### src/rtl/prng_pkg.sv
// -----------------------------------------------------------------------------
// prng_pkg
// Shared definitions for the xorshift generator family:
//   - state_t       : generator FSM states
//   - SH32_* / SH64_*: default xorshift shift triples for 32/64-bit state
//   - xorshift_step : one xorshift iteration for any width up to 64 bits
// -----------------------------------------------------------------------------
package prng_pkg;

  typedef enum logic [1:0] {
    ST_STEP   = 2'd0,
    ST_REDUCE = 2'd1,
    ST_HOLD   = 2'd2
  } state_t;

  localparam int SH32_A = 13;
  localparam int SH32_B = 17;
  localparam int SH32_C = 5;
  localparam int SH64_A = 13;
  localparam int SH64_B = 7;
  localparam int SH64_C = 17;

  // State is carried in the low 'width' bits of a 64-bit word. The left
  // shift is masked back to 'width' before the final right shift so that
  // bits pushed above the state never fold back into it.
  function automatic logic [63:0] xorshift_step(input logic [63:0] s,
                                                input int width,
                                                input int sh_a,
                                                input int sh_b,
                                                input int sh_c);
    logic [63:0] mask;
    logic [63:0] s0;
    logic [63:0] s1;
    logic [63:0] s2;
    mask = (width >= 64) ? {64{1'b1}} : ((64'd1 << width) - 64'd1);
    s0 = s & mask;
    s1 = s0 ^ (s0 >> sh_a);
    s2 = (s1 ^ (s1 << sh_b)) & mask;
    return s2 ^ (s2 >> sh_c);
  endfunction

endpackage

### src/rtl/prng_xorshift_gen_if.sv
// -----------------------------------------------------------------------------
// prng_xorshift_gen_if
// Sample output port of the generator.
//   out_valid : out_data holds a sample            (master -> slave)
//   out_ready : consumer accepts the sample        (slave  -> master)
//   out_data  : reduced sample, WIDTH bits         (master -> slave)
//   range_err : sample was produced from min > max (master -> slave)
// -----------------------------------------------------------------------------
interface prng_xorshift_gen_if #(
  parameter int WIDTH = 32
);
  logic             out_valid;
  logic             out_ready;
  logic [WIDTH-1:0] out_data;
  logic             range_err;

  modport master (output out_valid, output out_data, output range_err,
                  input  out_ready);
  modport slave  (input  out_valid, input  out_data, input  range_err,
                  output out_ready);
endinterface

### src/rtl/prng_mod_reduce.sv
// -----------------------------------------------------------------------------
// prng_mod_reduce
// Iterative restoring remainder: o_rem = i_dividend mod i_span, one quotient
// bit per cycle MSB first, WIDTH cycles after i_start.
//   clk, rst_n  : clock, asynchronous active-low reset
//   i_start     : load operands and begin (one cycle)
//   i_dividend  : WIDTH-bit dividend
//   i_span      : WIDTH+1-bit divisor (may be 2^WIDTH)
//   i_bypass    : return the dividend unchanged (span 2^WIDTH or invalid)
//   o_done      : high during the last iteration cycle
//   o_rem       : result, valid while o_done is high
// -----------------------------------------------------------------------------
module prng_mod_reduce #(
  parameter int WIDTH = 32
) (
  input  logic             clk,
  input  logic             rst_n,
  input  logic             i_start,
  input  logic [WIDTH-1:0] i_dividend,
  input  logic [WIDTH:0]   i_span,
  input  logic             i_bypass,
  output logic             o_done,
  output logic [WIDTH-1:0] o_rem
);

  localparam int CNT_W = $clog2(WIDTH);
  localparam logic [CNT_W-1:0] LAST = CNT_W'(WIDTH - 1);

  logic             r_busy;
  logic [CNT_W-1:0] r_cnt;
  logic [WIDTH-1:0] r_rem;
  logic [WIDTH-1:0] r_dvd;
  logic [WIDTH:0]   r_span;
  logic             r_bypass;

  logic [WIDTH:0]   w_trial;
  logic [WIDTH-1:0] w_rem_nxt;

  // Partial remainder is always < span <= 2^WIDTH, so the restored value
  // fits back into WIDTH bits.
  assign w_trial   = {r_rem, r_dvd[WIDTH-1]};
  assign w_rem_nxt = WIDTH'((w_trial >= r_span) ? (w_trial - r_span) : w_trial);

  // o_rem is presented combinationally during the final iteration so the
  // caller can register the result on the same edge the iteration ends.
  assign o_done = r_busy && (r_cnt == LAST);
  assign o_rem  = r_bypass ? r_dvd : w_rem_nxt;

  always_ff @(posedge clk or negedge rst_n) begin
    if (!rst_n) begin
      r_busy <= 1'b0;
      r_cnt  <= '0;
    end else if (i_start) begin
      r_busy <= 1'b1;
      r_cnt  <= '0;
    end else if (r_busy) begin
      if (r_cnt == LAST) r_busy <= 1'b0;
      else               r_cnt  <= r_cnt + CNT_W'(1);
    end
  end

  always_ff @(posedge clk) begin
    if (i_start) begin
      r_rem    <= '0;
      r_dvd    <= i_dividend;
      r_span   <= i_span;
      r_bypass <= i_bypass;
    end else if (r_busy && !r_bypass) begin
      r_rem <= w_rem_nxt;
      r_dvd <= {r_dvd[WIDTH-2:0], 1'b0};
    end
  end

endmodule

### src/rtl/prng_xorshift_gen.sv
// -----------------------------------------------------------------------------
// prng_xorshift_gen
// Registered xorshift PRNG with seed reload and valid/ready sample port.
// Optional feature macro PRNG_REDUCE_EN: when defined, each sample is reduced
// into the inclusive window [i_range_min, i_range_max] by a WIDTH-cycle
// divider; when undefined the raw state is emitted every second cycle.
//   clk, rst_n    : clock, asynchronous active-low reset
//   i_seed_load   : one-cycle pulse, load i_seed_in (0 selects SEED)
//   i_seed_in     : new seed
//   i_range_min   : inclusive lower bound (sampled in STEP)
//   i_range_max   : inclusive upper bound (sampled in STEP)
//   o_busy        : generation/reduction in progress
//   bus (master)  : out_valid / out_ready / out_data / range_err
// -----------------------------------------------------------------------------
module prng_xorshift_gen
  import prng_pkg::*;
#(
  parameter int          WIDTH = 32,
  parameter logic [31:0] SEED  = 32'hDEADBEEF,
  parameter int          SH_A  = SH32_A,
  parameter int          SH_B  = SH32_B,
  parameter int          SH_C  = SH32_C
) (
  input  logic                clk,
  input  logic                rst_n,
  input  logic                i_seed_load,
  input  logic [WIDTH-1:0]    i_seed_in,
  input  logic [WIDTH-1:0]    i_range_min,
  input  logic [WIDTH-1:0]    i_range_max,
  output logic                o_busy,
  prng_xorshift_gen_if.master bus
);

  localparam logic [WIDTH-1:0] SEED_W = WIDTH'(SEED);

  state_t           r_fsm;
  logic [WIDTH-1:0] r_state;
  logic [WIDTH-1:0] r_data;
  logic             r_valid;
  logic             r_busy;

  logic [WIDTH-1:0] w_next;
  logic [WIDTH-1:0] w_seed;

  assign w_next = WIDTH'(xorshift_step(64'(r_state), WIDTH, SH_A, SH_B, SH_C));
  // A zero state would lock xorshift at zero forever.
  assign w_seed = (i_seed_in == '0) ? SEED_W : i_seed_in;

  assign bus.out_valid = r_valid;
  assign bus.out_data  = r_data;
  assign o_busy        = r_busy;

`ifdef PRNG_REDUCE_EN
  logic             r_err;
  logic             r_bad;
  logic [WIDTH-1:0] r_min;
  logic [WIDTH:0]   w_span;
  logic             w_bad;
  logic             w_start;
  logic             w_done;
  logic [WIDTH-1:0] w_rem;

  // span reaches 2^WIDTH only for the full window; the divider then simply
  // forwards the raw state. An inverted window forwards the raw state too.
  assign w_span  = {1'b0, i_range_max} - {1'b0, i_range_min} + (WIDTH+1)'(1);
  assign w_bad   = i_range_min > i_range_max;
  assign w_start = (r_fsm == ST_STEP) && !i_seed_load;

  assign bus.range_err = r_err;

  prng_mod_reduce #(.WIDTH(WIDTH)) u_reduce (
    .clk        (clk),
    .rst_n      (rst_n),
    .i_start    (w_start),
    .i_dividend (w_next),
    .i_span     (w_span),
    .i_bypass   (w_bad | w_span[WIDTH]),
    .o_done     (w_done),
    .o_rem      (w_rem)
  );

  always_ff @(posedge clk) begin
    if (r_fsm == ST_STEP) r_min <= i_range_min;
  end
`else
  logic w_unused_range;
  assign w_unused_range = ^{i_range_min, i_range_max};
  assign bus.range_err  = 1'b0;
`endif

  always_ff @(posedge clk or negedge rst_n) begin
    if (!rst_n) begin
      r_state <= SEED_W;
      r_fsm   <= ST_STEP;
      r_valid <= 1'b0;
      r_data  <= '0;
      r_busy  <= 1'b1;
`ifdef PRNG_REDUCE_EN
      r_err   <= 1'b0;
      r_bad   <= 1'b0;
`endif
    end else if (i_seed_load) begin
      // Dropping out_valid here still lets a coincident transfer complete.
      r_state <= w_seed;
      r_fsm   <= ST_STEP;
      r_valid <= 1'b0;
      r_busy  <= 1'b1;
    end else begin
      case (r_fsm)
        ST_STEP: begin
          r_state <= w_next;
`ifdef PRNG_REDUCE_EN
          r_err   <= 1'b0;
          r_bad   <= w_bad;
          r_fsm   <= ST_REDUCE;
`else
          r_data  <= w_next;
          r_valid <= 1'b1;
          r_busy  <= 1'b0;
          r_fsm   <= ST_HOLD;
`endif
        end
`ifdef PRNG_REDUCE_EN
        ST_REDUCE: begin
          if (w_done) begin
            r_data  <= r_bad ? w_rem : (w_rem + r_min);
            r_err   <= r_bad;
            r_valid <= 1'b1;
            r_busy  <= 1'b0;
            r_fsm   <= ST_HOLD;
          end
        end
`endif
        ST_HOLD: begin
          if (bus.out_ready) begin
            r_valid <= 1'b0;
            r_busy  <= 1'b1;
            r_fsm   <= ST_STEP;
          end
        end
        default: r_fsm <= ST_STEP;
      endcase
    end
  end

endmodule

### src/flat_wrapper.sv
// flat-port wrapper written by rule: the top's interface ports become plain ports
module prng_xorshift_gen_flat import prng_pkg::*;
#(
  parameter int          WIDTH = 32,
  parameter logic [31:0] SEED  = 32'hDEADBEEF,
  parameter int          SH_A  = SH32_A,
  parameter int          SH_B  = SH32_B,
  parameter int          SH_C  = SH32_C
)
  (clk, rst_n, i_seed_load, i_seed_in, i_range_min, i_range_max, o_busy, bus_out_valid, bus_out_data, bus_range_err, bus_out_ready);
  prng_xorshift_gen_if #(.WIDTH(WIDTH)) bus_i ();
  input  logic clk;
  input  logic rst_n;
  input  logic i_seed_load;
  input  logic [WIDTH-1:0] i_seed_in;
  input  logic [WIDTH-1:0] i_range_min;
  input  logic [WIDTH-1:0] i_range_max;
  output logic o_busy;
  output wire logic [$bits(bus_i.out_valid)-1:0] bus_out_valid;
  output wire logic [$bits(bus_i.out_data)-1:0] bus_out_data;
  output wire logic [$bits(bus_i.range_err)-1:0] bus_range_err;
  input wire logic [$bits(bus_i.out_ready)-1:0] bus_out_ready;
  assign bus_out_valid = bus_i.out_valid;
  assign bus_out_data = bus_i.out_data;
  assign bus_range_err = bus_i.range_err;
  assign bus_i.out_ready = bus_out_ready;
  prng_xorshift_gen #(.WIDTH(WIDTH), .SEED(SEED), .SH_A(SH_A), .SH_B(SH_B), .SH_C(SH_C)) u_core (.clk(clk), .rst_n(rst_n), .i_seed_load(i_seed_load), .i_seed_in(i_seed_in), .i_range_min(i_range_min), .i_range_max(i_range_max), .o_busy(o_busy), .bus(bus_i));
endmodule
### config.mk
export PLATFORM = sky130hd
export DESIGN_NAME = prng_xorshift_gen_flat
export DESIGN_NICKNAME = d
export VERILOG_FILES = /design/src/rtl/prng_pkg.sv /design/src/rtl/prng_xorshift_gen_if.sv /design/src/rtl/prng_mod_reduce.sv /design/src/rtl/prng_xorshift_gen.sv /design/src/flat_wrapper.sv
export SDC_FILE = /design/constraint.sdc
export NUM_CORES = 1
export LEC_CHECK = 0
export ABC_AREA = 1
export BUFFER_PORTS_ARGS = -buffer_cell sky130_fd_sc_hd__buf_4
export CORE_MARGIN = 2
export CORE_UTILIZATION = 50
export DETAILED_ROUTE_END_ITERATION = 7
export PLACE_DENSITY = 0.81
export REMOVE_ABC_BUFFERS = 1
export SLEW_MARGIN = 25
export SYNTH_ARGS = -nofsm -noshare
export SYNTH_HDL_FRONTEND = slang
export SYNTH_SLANG_ARGS = --single-unit
### constraint.sdc
create_clock -name clk -period 2.5 [get_ports clk]
set_clock_uncertainty 0.2 [all_clocks]
set_input_delay 0.75 -clock clk [delete_from_list [all_inputs] [get_ports clk]]
set_output_delay 0.75 -clock clk [all_outputs]
set_load 0.005 [all_outputs]
# Word-level counts from Yosys, hierarchy flattened
# Index checks and enable logic that the tools add are counted.
# word_totals
regBits	68
input_bits	100
elab_cells	29
# classes
n_eq_ne	2
n_mux	12
bitwise_logic	4
n_reduce_logical	6
# ops
cell	n
$mux 32	3
$logic_not 32->1	1
$xor 32x19->32	1
$xor 32x27->32	1
$xor 32x32->32	1
$mux 1	4
$mux 2	2
$pmux 1 s2	2
$pmux 2 s2	1
$reduce_and 2->1	2
$ne 3x3->1 const B	1
$reduce_bool 3->1	1
$eq 2x2->1 const B	1
$logic_not 2->1	1
$reduce_bool 2->1	1
$not 1->1	1

# Logic depth before layout (Yosys ltp)
# logic_depth
word_depth	5
ltp_mapped	10
ltp_nobuf	10

# Worst setup path before layout
# OpenSTA, ideal clock, no wires.
# synth_path
path_type	input to register
startpoint	in i_seed_in[7]
endpoint	reg u_core.r_state[19]
arrival_time_ps	1484
t_required_ps	2236
slack_ps	752
cell_stages	8
n_path_buf	1
cell_sequence	nor2_1 > nand2_1 > nor2_1 > nand2_1 > nor2_4 > buf_6 > o21ai_0 > nand3_1
# synth_between
elab_chain_len	3
# synth_lines
element	line	text
start: declaration	flat_wrapper.sv:15	input logic [WIDTH-1:0] i_seed_in;
$logic_not 32->1	prng_xorshift_gen.sv:47	assign w_seed = (i_seed_in == '0) ? SEED_W : i_seed_in;
$mux 32	prng_xorshift_gen.sv:47	
$mux 32	prng_xorshift_gen.sv:102	end else if (i_seed_load) begin
end signal: assignment	prng_xorshift_gen.sv:104	r_state <= w_seed;
end signal: assignment	prng_xorshift_gen.sv:111	r_state <= w_next;
end: declaration	prng_xorshift_gen.sv:37	logic [WIDTH-1:0] r_state;
# Every way passes these cells.
# A chain may end at the register's enable or synchronous reset.

# Worst setup path after layout
# layout_path
startpoint	reg u_core.r_busy, in the netlist u_core.o_busy
endpoint	out o_busy
# layout_lines
element	line	text
start: declaration	prng_xorshift_gen.sv:40	logic r_busy;
start signal: assignment	prng_xorshift_gen.sv:97	r_busy <= 1'b1;
start signal: assignment	prng_xorshift_gen.sv:107	r_busy <= 1'b1;
start signal: assignment	prng_xorshift_gen.sv:119	r_busy <= 1'b0;
end: declaration	flat_wrapper.sv:18	output logic o_busy;
# No word-level cell between the ends.

==> metrics.md <==
| Metric | Value |
|---|---|
| Pwr dens | `1100 nW/um2` |
| Later-pin clock latency in the skew report | `360 ps` |
| Core area | `7140 um2` |
| Post-Synth XOR/XNOR Area | `0.0266` |
| Final Critical Period | `1940 ps` |
| Area leader, netlist | `dfrtp_1` |
| Post-CTS Setup Bufs | `0` |
| Gate Count Post-Synth | `512` |
| First-pass GRT wire length | `15800 um` |
| All-Layer GR Usage | `0.265` |
| Startpoint type of the worst setup path | `flop` |
| Dominant cell by count in the synthesized netlist | `nand2_1` |
| Post-route ant nets | `0` |
| H-tree Lvls | `3` |
| LEAKAGE | `2.38 nW` |
| First-pass DRT Iterations | `5` |
| Placed instance count | `676` |
| Pins Over Slew Limit | `0` |
| CTS clock-pin slew for the worst setup and hold paths | `70 ps` |
| Mux share of post-synthesis cell area | `0` |
| Flops & latches, synth | `66` |
| R2R cell count | `10` |
| Slowest-stage cell, CP | `dfstp_2` |
| Root Driver | `clkbuf_8` |
| Worst Hold Class | `in -> async` |
| Worst EP required | `1550 ps` |
| CTS buffer count | `9` |
| Layout area overhead | `23.9%` |
| GRT overflow | `0` |
| Die X | `89.2 um` |
| Number of I/O pins | `135` |
| Combinational power share | `0.432` |
| # rows | `31` |
| GR Util met2 | `0.447` |
| Post-CTS sizing | `0` |
| Crit path kind | `reg -> out` |
| Die area | `7950 um2` |
| Reg power frac | `0.382` |
| Vias in the first global route | `3410` |
| Slowest stage delay, CP | `530 ps` |
| Synth Area in Compound Gates | `0.0728` |
| FF-to-FF End | `u_core.r_state[26]` |
| Synth Area per Inst | `7.09 um2` |
| Worst path top cell family by delay | `flip-flops` |
| Routability Congestion | `0.947` |
| TritonCTS clock tree | `done` |
| Via count | `3627` |
| Int Power | `0.00300 W` |
| Clock share of power | `0.186` |
| Max Clk Rate | `0.516 GHz` |
| Seq/Total Area, Yosys | `0.464` |
| Top Usage Layer GRT | `met2` |
| Initial antenna violation count | `0` |
| Chip height | `89.2 um` |
| Switching power total | `0.00196 W` |
| Met3 Use GR | `0.0369` |
| Asr flop ratio synth | `1.00` |
| Drt total wl | `9940 um` |
| Cell variety after synth | `24` |
| RSZ-0062 raised after global routing | `false` |
| Final std cells w/o fill | `692` |
| Period utilization | `0.775` |
| Reg2reg start | `u_core.r_state[27]` |
| PortBufs | `69` |
| Reg-to-reg setup timing slack | `810 ps` |
| Crit. End Element | `primary output` |
| Simple-Gate Fraction of Synth Area | `0.370` |
| Initial drt markers | `265` |
| Sw Share | `0.395` |
| WL/cell | `14.4 um` |
| Detailed placement HPWL | `7420 um` |
| # DRC | `0` |
| Crit path buf inv count | `1` |
| Post-synthesis instance area | `3630 um2` |
| Synth Flop Type | `dfrtp_1` |
| Final hold violations | `0` |
| Synth top area share | `0.283` |
| Starting density of the core | `0.508` |
| Via density | `5.24` |
| Post-Synth Adder-Cell Area | `0` |
| Synth cell count leaders | `nand2_1, nand3_1, dfrtp_1` |
| Fin nets | `688` |
| Critical Path AT | `990 ps` |
| Combinational family with the most area after synthesis | `simple AND/OR/NAND/NOR gates` |
| Met1 GRT Util | `0.328` |
| VDD IR max | `574 uV` |
| Largest net degree at the start of global routing | `35` |
| Share of layout cells above drive strength 1 | `0.216` |
| Setup TNS | `0 ps` |
| Total power | `0.00496 W` |
| Post-synth EDFFs | `0` |
| Ys Warns | `0` |
| Clk buf depth | `2` |
| Cell Chain, Critical Path | `buf_4` |
| Hold Buf Count CTS | `0` |
| Largest cells by area after synthesis | `dfrtp_1, nand2_1, dfstp_2` |
| CTS sink count | `66` |
| CP max FO | `2` |
| Outcome | `finished clean` |
| Final setup violation count | `0` |
| Ant. Diodes | `0` |
| Max cap viols | `0` |
## flip-flops by register name, indices dropped and copies added (netlist names)
name	cells
u_core.bus.out_data	32
u_core.bus.out_valid	1
u_core.o_busy	1
u_core.r_state	32
## worst register-to-register path, cell delays in order (launching register included)
cell and delay, ps:
dfstp_2 580, inv_1 90, nand2_1 60, nand2_1 140, nand2_1 120, nand2_1 70, nand2_1 60, nand2_1 60
nor2_1 140, nor2_1 50, nand2_1 60
## metal layers
metal,up-vias,part of all wire
met4,0,0.037
met2,153,0.50
li1,1771,-
met3,34,0.061
met5,-,0
met1,1669,0.41
## per-stage QoR
stage	worst slack, ps	util	cell area, um2	hold WS [ps]
after floorplan	497	-	3540	254
after global placement	393	0.602	4300	257
final	562	0.630	4500	130
after global routing	504	0.630	4500	162
after detailed placement	370	0.602	4300	259
after CTS	555	0.630	4500	146
## final cells by class
type | count | area (um2)
fill | 641 | 2640
multi-input combinational | 392 | 1710
sequential | 66 | 1680
timing repair buffer | 80 | 638
clock buffer | 14 | 163
inverter | 39 | 146
tap | 99 | 124
clock inverter | 2 | 35.0
## power by group through the flow
stage / registers (W) / logic (W) / clock network [W]
2_1_floorplan: 0.00187 / 0.00128 / 0
5_1_grt: 0.00195 / 0.00243 / 0.000975
6_report: 0.00190 / 0.00214 / 0.000922
3_3_place_gp: 0.00188 / 0.00205 / 0
3_5_place_dp: 0.00190 / 0.00212 / 0
4_1_cts: 0.00189 / 0.00214 / 0.000928
## kinds of logic (layout without fill, tap and decap cells)
group           Yosys count  in the layout
compound gates           51             51
xor+xnor                 11             11
buf+inv                  54            135
flops                    66             66
other cells               1              1
simple gates            329            329
## cells in the final DEF, fill, tap and decap left out
cell and instances:
o21ai_1 11, inv_1 34, or2_2 1, o211ai_1 3, buf_12 3, nand2_2 2, nand3b_1 1, clkbuf_8 11
buf_4 77, nand2_1 225, clkinv_2 1, dfrtp_1 41, xor2_1 3, inv_2 5, dfstp_2 25, xnor2_1 8
bufinv_16 1, a21oi_1 13, conb_1 1, o21ai_0 23, nor2_1 35, nor2_4 2, clkbuf_1 3, or2_1 2
nand3_1 61, a31oi_1 1
## how the worst max path moves through the flow
stage | start | to | slack [ps] | cells past startpoint
after floorplan | i_seed_load | u_core.r_state[8] | 500 | 5
after global placement | i_seed_in[5] | u_core.r_state[7] | 390 | 9
after detailed placement | i_seed_in[5] | u_core.r_state[7] | 370 | 9
after CTS | u_core.o_busy | o_busy | 560 | 1
after global routing | i_seed_in[21] | u_core.r_state[12] | 500 | 9
final | u_core.o_busy | o_busy | 560 | 1
Note: power is estimated with default switching activity, not from simulation.
